[config.mk]
export PLATFORM = sky130hd
export DESIGN_NAME = mem_stage
export DESIGN_NICKNAME = d
export VERILOG_FILES = /design/src/rtl/mem_stage.sv
export SDC_FILE = /design/constraint.sdc
export NUM_CORES = 1
export LEC_CHECK = 0
export CORE_MARGIN = 4
export CORE_UTILIZATION = 40
export DETAILED_ROUTE_END_ITERATION = 8
export PLACE_DENSITY_LB_ADDON = 0.1
export SLEW_MARGIN = 25
export SYNTH_ARGS = -nofsm -noshare
export SYNTH_HDL_FRONTEND = slang
export SYNTH_SLANG_ARGS = --single-unit
[constraint.sdc]
create_clock -name clk -period 1.7 [get_ports clk]
set_input_delay 0.17 -clock clk [delete_from_list [all_inputs] [get_ports clk]]
set_output_delay 0.17 -clock clk [all_outputs]
set_load 0.02 [all_outputs]
[src/rtl/mem_stage.sv]
// MEM pipeline stage doubling as the MEM/WB register; runs loads/stores on a req/ready bus.
// Optional timeout (macro DMEM_TIMEOUT_EN) aborts a stuck WAIT and raises a sticky error.
module mem_stage #(
  parameter int ADDR_W      = 10,
  parameter int TIMEOUT_CYC = 16
) (
  input  logic              clk,
  input  logic              rst,
  input  logic [31:0]       alu_result_in,
  input  logic [31:0]       store_data_in,
  input  logic              reg_wen_in,
  input  logic              dmem_alu_in,
  input  logic              mem_wen_in,
  input  logic              jr_in,
  input  logic [4:0]        regd_in,
  output logic              dmem_req,
  output logic              dmem_we,
  output logic [ADDR_W-1:0] dmem_addr,
  output logic [31:0]       dmem_wdata,
  input  logic [31:0]       dmem_rdata,
  input  logic              dmem_ready,
  output logic              stall_out,
  output logic [31:0]       wb_data_out,
  output logic              reg_wen_out,
  output logic              jr_out,
  output logic [4:0]        regd_out,
  output logic              dmem_err_out
);

  typedef enum logic {S_IDLE, S_WAIT} state_e;

  state_e            state_q;
  logic              mem_op;
  logic              timeout_hit;

  logic [31:0]       alu_q;
  logic              load_q;
  logic              reg_wen_q;
  logic              jr_q;
  logic [4:0]        regd_q;

  logic              dmem_req_q;
  logic              dmem_we_q;
  logic [ADDR_W-1:0] dmem_addr_q;
  logic [31:0]       dmem_wdata_q;

  logic [31:0]       wb_data_q;
  logic              reg_wen_out_q;
  logic              jr_out_q;
  logic [4:0]        regd_out_q;

  assign mem_op = dmem_alu_in | mem_wen_in;

`ifdef DMEM_TIMEOUT_EN
  localparam int CNT_W = $clog2(TIMEOUT_CYC + 1);

  logic [CNT_W-1:0] cnt_q;
  logic             err_q;

  assign timeout_hit  = (state_q == S_WAIT) && !dmem_ready &&
                        (cnt_q == CNT_W'(TIMEOUT_CYC - 1));
  assign dmem_err_out = err_q;

  // Counter sits at zero in IDLE, so it starts fresh on every entry to WAIT.
  always_ff @(posedge clk) begin
    if (rst) begin
      cnt_q <= '0;
      err_q <= 1'b0;
    end else begin
      if (state_q == S_IDLE) begin
        cnt_q <= '0;
      end else if (!dmem_ready) begin
        cnt_q <= cnt_q + 1'b1;
      end
      if (timeout_hit) begin
        err_q <= 1'b1;
      end
    end
  end
`else
  assign timeout_hit  = 1'b0;
  assign dmem_err_out = 1'b0 & (TIMEOUT_CYC > 0);
`endif

  // The cycle that aborts on timeout releases the stall so upstream moves on.
  always_comb begin
    stall_out = 1'b0;
    case (state_q)
      S_IDLE:  stall_out = mem_op;
      S_WAIT:  stall_out = ~dmem_ready & ~timeout_hit;
      default: stall_out = 1'b0;
    endcase
  end

  // Writeback outputs default to a bubble; only pass-through and completion override it.
  always_ff @(posedge clk) begin
    if (rst) begin
      state_q       <= S_IDLE;
      alu_q         <= '0;
      load_q        <= 1'b0;
      reg_wen_q     <= 1'b0;
      jr_q          <= 1'b0;
      regd_q        <= '0;
      dmem_req_q    <= 1'b0;
      dmem_we_q     <= 1'b0;
      dmem_addr_q   <= '0;
      dmem_wdata_q  <= '0;
      wb_data_q     <= '0;
      reg_wen_out_q <= 1'b0;
      jr_out_q      <= 1'b0;
      regd_out_q    <= '0;
    end else begin
      wb_data_q     <= '0;
      reg_wen_out_q <= 1'b0;
      jr_out_q      <= 1'b0;
      regd_out_q    <= '0;
      case (state_q)
        S_IDLE: begin
          if (mem_op) begin
            alu_q        <= alu_result_in;
            load_q       <= dmem_alu_in & ~mem_wen_in;
            reg_wen_q    <= reg_wen_in;
            jr_q         <= jr_in;
            regd_q       <= regd_in;
            dmem_req_q   <= 1'b1;
            dmem_we_q    <= mem_wen_in;
            dmem_addr_q  <= alu_result_in[ADDR_W+1:2];
            dmem_wdata_q <= store_data_in;
            state_q      <= S_WAIT;
          end else begin
            wb_data_q     <= alu_result_in;
            reg_wen_out_q <= reg_wen_in;
            jr_out_q      <= jr_in;
            regd_out_q    <= regd_in;
          end
        end
        S_WAIT: begin
          if (dmem_ready) begin
            dmem_req_q    <= 1'b0;
            wb_data_q     <= load_q ? dmem_rdata : alu_q;
            reg_wen_out_q <= reg_wen_q;
            jr_out_q      <= jr_q;
            regd_out_q    <= regd_q;
            state_q       <= S_IDLE;
          end else if (timeout_hit) begin
            dmem_req_q <= 1'b0;
            state_q    <= S_IDLE;
          end
        end
        default: state_q <= S_IDLE;
      endcase
    end
  end

  assign dmem_req    = dmem_req_q;
  assign dmem_we     = dmem_we_q;
  assign dmem_addr   = dmem_addr_q;
  assign dmem_wdata  = dmem_wdata_q;
  assign wb_data_out = wb_data_q;
  assign reg_wen_out = reg_wen_out_q;
  assign jr_out      = jr_out_q;
  assign regd_out    = regd_out_q;

endmodule

# Word level (Yosys, flattened, before mapping)
# Cells that the tools add are included.
[totals]
romBits = 0
mem_bits_rw = 0
n_memories = 0
latch_bits = 0
regBits = 124
wordCells = 43
inputBits = 108
output_inout_bits = 85
[classes]
add_sub_neg = 0
eq_ne = 2
n_bitwise = 5
reduce_logical = 2
mul = 0
div = 0
shifts = 0
muxes = 20
order_cmp = 0
[op_table]
columns = ["op", "n"]
rows = [
  ["32-bit two-way mux", 3],
  ["32-bit case mux with 2 select lines", 1],
  ["5-bit two-way mux", 2],
  ["1-bit case mux with 2 select lines", 5],
  ["5-bit case mux with 2 select lines", 1],
  ["1-bit two-way mux", 8],
  ["2-bit inequality test, second input constant", 2],
  ["2-bit AND reduction", 2],
  ["1-bit NOT", 3],
  ["1-bit bitwise AND", 1],
  ["1-bit OR", 1],
]

# Depth between registers and ports, before layout
# Gate-level depths: netlist (run 1).
[logic_depth]
word_depth = 3
depth_mapped = 5
mapped_depth_nobuf = 3

# Worst setup path after synthesis (run 1)
# Ideal clock, no wire load.
[synth_timing]
kind = "register to output"
start = "register state_q"
end = "output stall_out"
setup_slack_ns = 0.476
path_stages_with_launch = 5
arrival_ns = 1.054
required_ns = 1.530
path_buffers = 2
cell_sequence = "dfxtp_1 > nor3_1 > buf_4 > buf_4 > nor2_1"
[synth_via]
elab_chain_len = 2
[synth_rtl]
columns = ["element", "line", "source"]
rows = [
  ["start, declared", "32", "state_e state_q;"],
  ["start signal, assigned", "98", "state_q <= S_IDLE;"],
  ["start signal, assigned", "129", "state_q <= S_WAIT;"],
  ["start signal, assigned", "144", "state_q <= S_IDLE;"],
  ["1-bit NOT (no source line)", "n/a", ""],
  ["1-bit case mux with 2 select lines *", "88", "case (state_q)"],
  ["end, declared", "22", "output logic stall_out,"],
]
# Every way passes the cells marked *; elsewhere a longest branch is shown, timed or not.

==> reports/qor.yml, run 1 <==
floorplanning:
  dieArea_sq_um: 12600
  fp.coreArea_sq_um: 10400
  rows: 37
  die_y_microns: 112
  start_util: 0.416
  die_x_microns: 112
  pin_count: 193
sta:
  fmaxAchievable_mhz: 610
  rsz0062_at_grt: "no"
  fin_setup_tns_ns: 0
  finalHoldViolations: 0
  fin_crit_sh: 0.964
  setup_viol_count_final: 0
  min_period_ns: 1.64
  clock_skew_ns: 0.00929
  final-max-slew-violation-count: 0
synth:
  synth.avg_cell_area_sq_um: 8.81
  yosys.area_share.simple: 0.161
  synthMuxAreaShare: 0.0797
  synth_top_family_by_area: "simple AND/OR/NAND/NOR gates"
  synth_cell_types: 22
  ys_seq_area_frac: 0.527
  synth-seq-cells: 114
  synth-compound-area-share: 0.160
  synth_xor_xnor_area_share: 0
  synth_fa_ha_area_frac: 0
  synth_area_sq_um: 4330
  synth_cells: 492
  ys_warn_count: 0
  synth_nets: 600
critical_path:
  path_max_fanout: 3
  worst_path_max_delay_cell: "clkdlybuf4s50_1"
  cp_top_family: "buffers and inverters"
  critical_path.endpoint_type: "primary output"
  cp_slowest_stage_delay_ns: 0.62
  crit_chain: "clkdlybuf4s50_1"
  reg2reg_slack_ns: 0.21
  start_kind: "flip-flop"
  timing.rr.end: "wb_data_out[19]$_SDFF_PP0_"
  worstSetupPathType: "reg2out"
  required_ns: 1.53
  rr_worst_depth: 4
  crit_buf_inv: 1
  crit_arrival_ns: 1.47
  r2r-start: "state_q$_SDFF_PP0_"
global_route:
  grtUsageTotal: 0.194
  grt_overflow: 0
  grt_max_degree: 49
  grt_pass1_vias: 4071
  grt_pass1_wl_microns: 19700
  antenna_found_initial: 0
clock_tree:
  cts-root-buf: "clkbuf_8"
  htreeDepth: 4
  clk-insertion-delay-late_ns: 0.50
  path_clk_slew_ns: 0.06
  cts_buffers: 17
  ctsHoldBuffers: 0
  clock_path_buffers: 2
  cts_sinks: 114
  cts_tree: "done"
  cts_post_setup_buffers_inserted: 0
route:
  viasPerCell: 4.95
  vias: 4036
  antenna_violating_nets_post_route: 0
  drc: 0
  finalWirelength_microns: 12400
  drtIter0Drc: 167
  drtPass1Iterations: 4
  post_drt_wl_per_cell_microns: 15.2
run:
  cap_violations: 0
min_path:
  hp-class: "in2reg"
  holdPathStages: 2
  hp-start: "rst"
  hold_path_end: "dmem_wdata[27]$_SDFFE_PP0P_"
cells_and_area:
  layout_commonest_cell: "clkdlybuf4s50_1"
  final_cells: 816
  nets: 776
  final_area_sq_um: 6890
  antenna_cells: 0
  layout_common_cells: "178 x clkdlybuf4s50_1, 142 x nand2_1, 113 x dfxtp_1"
  syn_to_final_growth_pct: 59.0
  fin_util: 0.662
  drive_gt1_frac: 0.109
power:
  total_power_w: 0.00757
  power.density_nw_per_um2: 1100
  peakVddDrop_mv: 0.722
  p_leak_nw: 2.76
placement:
  dpl.hpwl_microns: 8490
  dpl_cell_area_sq_um: 6270
  placed_cells: 785
  routabilityCongestion: 0.737
  io_buffer_count: 191
status:
  status: "finished, final reports clean"
synthesized netlist by cell type:
library cell | n | area (sq um)
and2_1 | 1 | 6.26
nand2b_1 | 2 | 12.5
buf_2 | 15 | 75.1
a211oi_1 | 1 | 7.51
buf_6 | 2 | 22.5
o21bai_1 | 1 | 7.51
mux2i_1 | 12 | 120
clkbuf_1 | 10 | 37.5
a21oi_1 | 72 | 360
conb_1 | 1 | 3.75
mux2_2 | 20 | 225
nor2b_1 | 1 | 6.26
nor2_1 | 30 | 113
nand2_1 | 142 | 533
o2bb2ai_1 | 12 | 105
nor3_1 | 3 | 15.0
dfxtp_1 | 114 | 2280
buf_4 | 23 | 173
inv_1 | 1 | 3.75
nor4_2 | 1 | 12.5
o21ba_2 | 1 | 10.0
a22oi_1 | 27 | 203
power by group:
group	total (W)	internal, W	switching, W	leakage, nW
registers	0.00291	0.00284	0.0000763	0.936
logic	0.00117	0.000604	0.000564	1.55
clock network	0.00349	0.00227	0.00122	0.276
total	0.00757	0.00571	0.00186	2.76
per-layer routing:
layer	global-route usage	up-vias	part of all wire
met5	0	-	0
met4	0.0641	0	0.010
met3	0.0819	11	0.094
li1	-	1992	-
met1	0.209	1891	0.39
met2	0.342	142	0.50
worst max path at each step:
| stage | from | end | slack (ns) | cells after the start |
|---|---|---|---|---|
| after CTS | state_q$_SDFF_PP0_ | stall_out | 0.008 | 3 |
| after detailed placement | dmem_ready | wb_data_out[19]$_SDFF_PP0_ | -0.13 | 5 |
| after floorplan | state_q$_SDFF_PP0_ | stall_out | 0.48 | 4 |
| final | alu_q[2]$_SDFFE_PP0P_ | dmem_addr[0] | 0.06 | 1 |
| after global routing | dmem_wdata[31]$_SDFFE_PP0P_ | dmem_wdata[31] | 0.005 | 1 |
| after global placement | dmem_ready | wb_data_out[26]$_SDFF_PP0_ | -0.09 | 5 |
timing repair:
action | 4_1_cts | 5_1_grt
setup endpoints to repair | 1 | 12
endpoints found under the hold margin | 0 | 0
cloned | 0 | 0
pin swaps | 1 | 0
resized for setup | 4 | 12
per-stage QoR:
| step | hold WS, ns | worst slack [ns] |
|---|---|---|
| after floorplan | 0.287 | 0.476 |
| after global placement | 0.439 | -0.0870 |
| after detailed placement | 0.446 | -0.127 |
| after CTS | 0.0170 | 0.00841 |
| after global routing | 0.0313 | 0.00526 |
| final | 0.0468 | 0.0607 |
state kept, by name, summed over array words and instances, names as in the netlist, 5 cells and up:
signal and cells:
alu_q 32, dmem_wdata 32, wb_data_out 32, regd_out 5, regd_q 5
logic make-up (layout without fill, tap and decap cells):
| kind of cell | count (synthesis) | count (layout) |
|---|---|---|
| buf+inv | 51 | 239 |
| mux | 32 | 32 |
| flops | 114 | 114 |
| compound gates | 114 | 114 |
| other cells | 1 | 1 |
| simple gates | 180 | 180 |
final cells by class:
type                    instances  area, sq um
clock buffers                  19          432
clock inverters                12          160
fillers                       864         3520
inverters                       1         3.75
multi-input cells             327         1770
flip-flops and latches        114         2280
well taps                     136          170
repair buffers                207         2080
(Power assumes the default switching activity.)
==> run 2, diff against run 1 <==
--- a/config.mk
+++ b/config.mk
@@ -8,7 +8,7 @@
 export CORE_MARGIN = 4
 export CORE_UTILIZATION = 40
 export DETAILED_ROUTE_END_ITERATION = 8
-export PLACE_DENSITY_LB_ADDON = 0.1
+export PLACE_DENSITY = 0.79
 export SLEW_MARGIN = 25
 export SYNTH_ARGS = -nofsm -noshare
 export SYNTH_HDL_FRONTEND = slang
==> reports/qor.yml, run 2 (synthesis gave the netlist of run 1 again) <==
status:
  status: "finished, final reports clean"
route:
  drtIter0Drc: 176
  antenna_violating_nets_post_route: 0
  post_drt_wl_per_cell_microns: 15.7
  vias: 4045
  viasPerCell: 4.95
  drc: 0
  drtPass1Iterations: 4
  finalWirelength_microns: 12800
power:
  power.density_nw_per_um2: 1100
  peakVddDrop_mv: 0.685
  p_leak_nw: 2.70
global_route:
  antenna_found_initial: 0
  grt_max_degree: 97
  grt_pass1_vias: 4236
  grtUsageTotal: 0.202
  grt_pass1_wl_microns: 20700
  grt_overflow: 0
placement:
  dpl.hpwl_microns: 9000
  io_buffer_count: 191
  routabilityCongestion: 0.757
min_path:
  hp-class: "in2reg"
critical_path:
  start_kind: "flip-flop"
  reg2reg_slack_ns: 0.40
  crit_chain: "clkdlybuf4s50_1"
  worst_path_max_delay_cell: "clkdlybuf4s50_1"
  cp_top_family: "buffers and inverters"
  path_max_fanout: 2
  crit_buf_inv: 1
  required_ns: 1.53
  crit_arrival_ns: 1.47
  critical_path.endpoint_type: "primary output"
  worstSetupPathType: "reg2out"
  cp_slowest_stage_delay_ns: 0.62
clock_tree:
  cts-root-buf: "clkbuf_8"
  cts_sinks: 114
  htreeDepth: 4
  path_clk_slew_ns: 0.06
  clk-insertion-delay-late_ns: 0.50
  cts_buffers: 17
  clock_path_buffers: 2
  cts_tree: "done"
sta:
  min_period_ns: 1.64
  finalHoldViolations: 0
  setup_viol_count_final: 0
  whs_ns: 0.216
  fin_crit_sh: 0.962
  worst_pin_slew_ns: 0.521
  relSlewSlack: 0.653
  fmaxAchievable_mhz: 611
  final-max-slew-violation-count: 0
  fin_setup_tns_ns: 0
  rsz0062_at_grt: "no"
  clock_skew_ns: 0.0156
cells_and_area:
  layout_commonest_cell: "clkdlybuf4s50_1"
  syn_to_final_growth_pct: 59.9
  layout_common_cells: "183 x clkdlybuf4s50_1, 142 x nand2_1, 113 x dfxtp_1"
  nets: 776
  drive_gt1_frac: 0.107
  antenna_cells: 0
floorplanning:
  pin_count: 193
  rows: 37
  start_util: 0.416
  dieArea_sq_um: 12600
  fp.coreArea_sq_um: 10400
  die_y_microns: 112
  die_x_microns: 112
run:
  cap_violations: 0
[run 2: where the power goes]
group / internal [W] / switching (W) / leakage, nW
registers: 0.00284 / 0.0000771 / 0.936
clock network: 0.00227 / 0.00123 / 0.277
logic: 0.000626 / 0.000570 / 1.49
[run 2: routing by layer]
| layer | vias to the layer above | wire [microns] | global-route usage | share of wire |
|---|---|---|---|---|
| met4 | 0 | 394 | 0.0946 | 0.031 |
| met2 | 151 | 6260 | 0.339 | 0.49 |
| met1 | 1876 | 5090 | 0.227 | 0.40 |
| met3 | 24 | 1050 | 0.0776 | 0.082 |
| li1 | 1994 | - | - | - |
| met5 | - | 0 | 0 | 0 |
[run 2: worst min-delay path: stages]
cell             delay [ns]
clkdlybuf4s50_1        0.39
nand2_1                0.05
a21oi_1                0.05
[run 2: final timing paths]
check / from / endpoint / depth (start not counted)
max: dmem_wdata[17]$_SDFFE_PP0P_ / dmem_wdata[17] / 1
min: store_data_in[3] / dmem_wdata[3]$_SDFFE_PP0P_ / 3
max reg2reg: load_q$_SDFFE_PP0P_ / wb_data_out[2]$_SDFF_PP0_ / 4
min reg2reg: alu_q[0]$_SDFFE_PP0P_ / alu_q[0]$_SDFFE_PP0P_ / 2
[run 2: stage by stage]
step	worst slack [ns]	utilization	std cells	cell area, sq um	total power, W
after floorplan	0.476	-	492	4330	0.00357
after global placement	0.0718	0.605	783	6300	0.00413
after detailed placement	0.0736	0.605	783	6300	0.00416
after CTS	0.00622	0.664	817	6910	0.00769
after global routing	0.00103	0.665	817	6930	0.00791
final	0.0638	0.665	817	6930	0.00761
[run 2: repair_timing]
action                                  CTS  global route
hold endpoints to repair                  6             0
hold buffers                              1             0
setup buffers                             1             0
resized for setup                         2             7
pin swaps                                 0             0
endpoints found under the setup margin    1             7
[run 2: final cells by class]
type	count	area, sq um
Fill cell	849	3490
Sequential cell	114	2280
Timing Repair Buffer	207	2120
Multi-Input combinational cell	327	1760
Clock buffer	20	435
Tap cell	136	170
Clock inverter	12	156
Inverter	1	3.75
==> run 3, diff against run 2 <==
--- a/config.mk
+++ b/config.mk
@@ -5,7 +5,8 @@
 export SDC_FILE = /design/constraint.sdc
 export NUM_CORES = 1
 export LEC_CHECK = 0
-export CORE_MARGIN = 4
+export CORE_ASPECT_RATIO = 1.5
+export CORE_MARGIN = 2
 export CORE_UTILIZATION = 40
 export DETAILED_ROUTE_END_ITERATION = 8
 export PLACE_DENSITY = 0.79
==> reports/qor.yml, run 3 (synthesis gave the netlist of run 1 again) <==
status:
  status: "finished, final reports clean"
sta:
  relSlewSlack: 0.665
  rsz0062_at_grt: "no"
  fmaxAchievable_mhz: 637
  whs_ns: 0.135
  fin_crit_sh: 0.924
  setup_slack_ns: 0.129
  min_period_ns: 1.57
  finalHoldViolations: 0
  final-max-slew-violation-count: 0
  worst_pin_slew_ns: 0.502
  clock_skew_ns: 0.00488
  setup_viol_count_final: 0
global_route:
  grt_max_degree: 50
  grt_overflow: 0
  grt_pass1_wl_microns: 18600
  grt_pass1_vias: 3951
  grtUsageTotal: 0.203
  antenna_found_initial: 0
clock_tree:
  cts_tree: "done"
  cts_post_setup_buffers_inserted: 0
  cts_sinks: 114
  path_clk_slew_ns: 0.05
  cts-root-buf: "clkbuf_16"
  htreeDepth: 4
  cts_buffers: 17
  clk-insertion-delay-late_ns: 0.40
  clock_path_buffers: 2
power:
  power.density_nw_per_um2: 1130
  pwr-share-comb: 0.151
  seqPwrFrac: 0.371
  pwr-share-clk: 0.478
  switchingPower_w: 0.00180
  switching_share: 0.229
  internal_power_w: 0.00606
  peakVddDrop_mv: 0.928
  p_leak_nw: 2.63
critical_path:
  crit_chain: "and2_1, nor2_1, dlygate4sd2_1"
  start_kind: "flip-flop"
  cp_slowest_stage_delay_ns: 0.45
  critical_path.endpoint_type: "primary output"
  required_ns: 1.53
  path_max_fanout: 7
  r2r-start: "state_q$_SDFF_PP0_"
  crit_arrival_ns: 1.40
  reg2reg_slack_ns: 0.18
  worst_path_max_delay_cell: "dfxtp_1"
  rr_worst_depth: 4
  worstSetupPathType: "reg2out"
  timing.rr.end: "wb_data_out[31]$_SDFF_PP0_"
  crit_path_start: "state_q$_SDFF_PP0_"
route:
  drtIter0Drc: 236
  vias: 3998
  drc: 0
  finalWirelength_microns: 12000
  viasPerCell: 4.86
  post_drt_wl_per_cell_microns: 14.5
  antenna_violating_nets_post_route: 0
  drtPass1Iterations: 4
floorplanning:
  fp.coreArea_sq_um: 10600
  pin_count: 193
  dieArea_sq_um: 11700
  rows: 46
  start_util: 0.409
  die_x_microns: 89.0
  die_y_microns: 131
cells_and_area:
  layout_common_cells: "189 x clkdlybuf4s50_1, 142 x nand2_1, 113 x dfxtp_1"
  syn_to_final_growth_pct: 60.5
  nets: 774
  layout_commonest_cell: "clkdlybuf4s50_1"
  drive_gt1_frac: 0.105
  filler_cell_count: 875
  antenna_cells: 0
min_path:
  hp-start: "rst"
  hold_path_end: "dmem_we$_SDFFE_PP0P_"
  holdPathStages: 2
  hp-class: "in2reg"
placement:
  io_buffer_count: 191
  place_ws_ns: -0.0709
  routabilityCongestion: 0.815
  dpl.hpwl_microns: 8370
run:
  cap_violations: 0
[run 3: metal layers]
metal | up-vias | track usage | wire length [microns]
li1 | 1988 | - | -
met2 | 142 | 0.362 | 6280
met4 | 0 | 0.0779 | 248
met3 | 16 | 0.0634 | 740
met1 | 1852 | 0.217 | 4690
met5 | - | 0 | 0
[run 3: worst max path at each step]
| stage | endpoint | cells past startpoint |
|---|---|---|
| after floorplan | stall_out | 4 |
| after global placement | wb_data_out[27]$_SDFF_PP0_ | 5 |
| after detailed placement | wb_data_out[31]$_SDFF_PP0_ | 5 |
| after CTS | wb_data_out[31]$_SDFF_PP0_ | 4 |
| after global routing | stall_out | 3 |
| final | stall_out | 3 |
[run 3: worst max-delay path, delay by kind of cell, from the launching register on]
| kind | cells | cell delay (ns) |
|---|---|---|
| buf+inv | 1 | 0.31 |
| flops | 1 | 0.45 |
| simple gates | 2 | 0.24 |
[run 3: repair_timing]
action                                 CTS  global route
setup endpoints to repair                1            12
resized for setup                        1             1
hold buffers                             0             0
gates cloned                             0             0
endpoints found under the hold margin    0             0
[run 3: power groups by stage]
stage	registers (W)	clock network (W)	logic, W
finish	0.00292	0.00376	0.00119
global route	0.00293	0.00395	0.00128
CTS	0.00292	0.00382	0.00119
detailed placement	0.00297	0	0.00119
global placement	0.00296	0	0.00117
floorplan	0.00307	0	0.000500
[run 3: cell type report]
| cell class | instances | area, sq um | share of cell area |
|---|---|---|---|
| Clock buffer | 23 | 488 | 0.0702 |
| Clock inverter | 9 | 151 | 0.0218 |
| Inverter | 1 | 3.75 | 0.000540 |
| Multi-Input combinational cell | 327 | 1760 | 0.253 |
| Sequential cell | 114 | 2280 | 0.328 |
| Tap cell | 144 | 180 | 0.0259 |
| Timing Repair Buffer | 205 | 2090 | 0.300 |
[run 3: metrics by stage]
step	utilization	setup TNS (ns)	power, W	instance area, sq um	instances
after global placement	0.596	-0.364	0.00413	6310	791
after detailed placement	0.596	-0.623	0.00416	6310	791
after CTS	0.656	0	0.00793	6950	823
after global routing	0.657	0	0.00816	6950	823
final	0.657	0	0.00786	6950	823
after floorplan	-	0	0.00357	4330	492
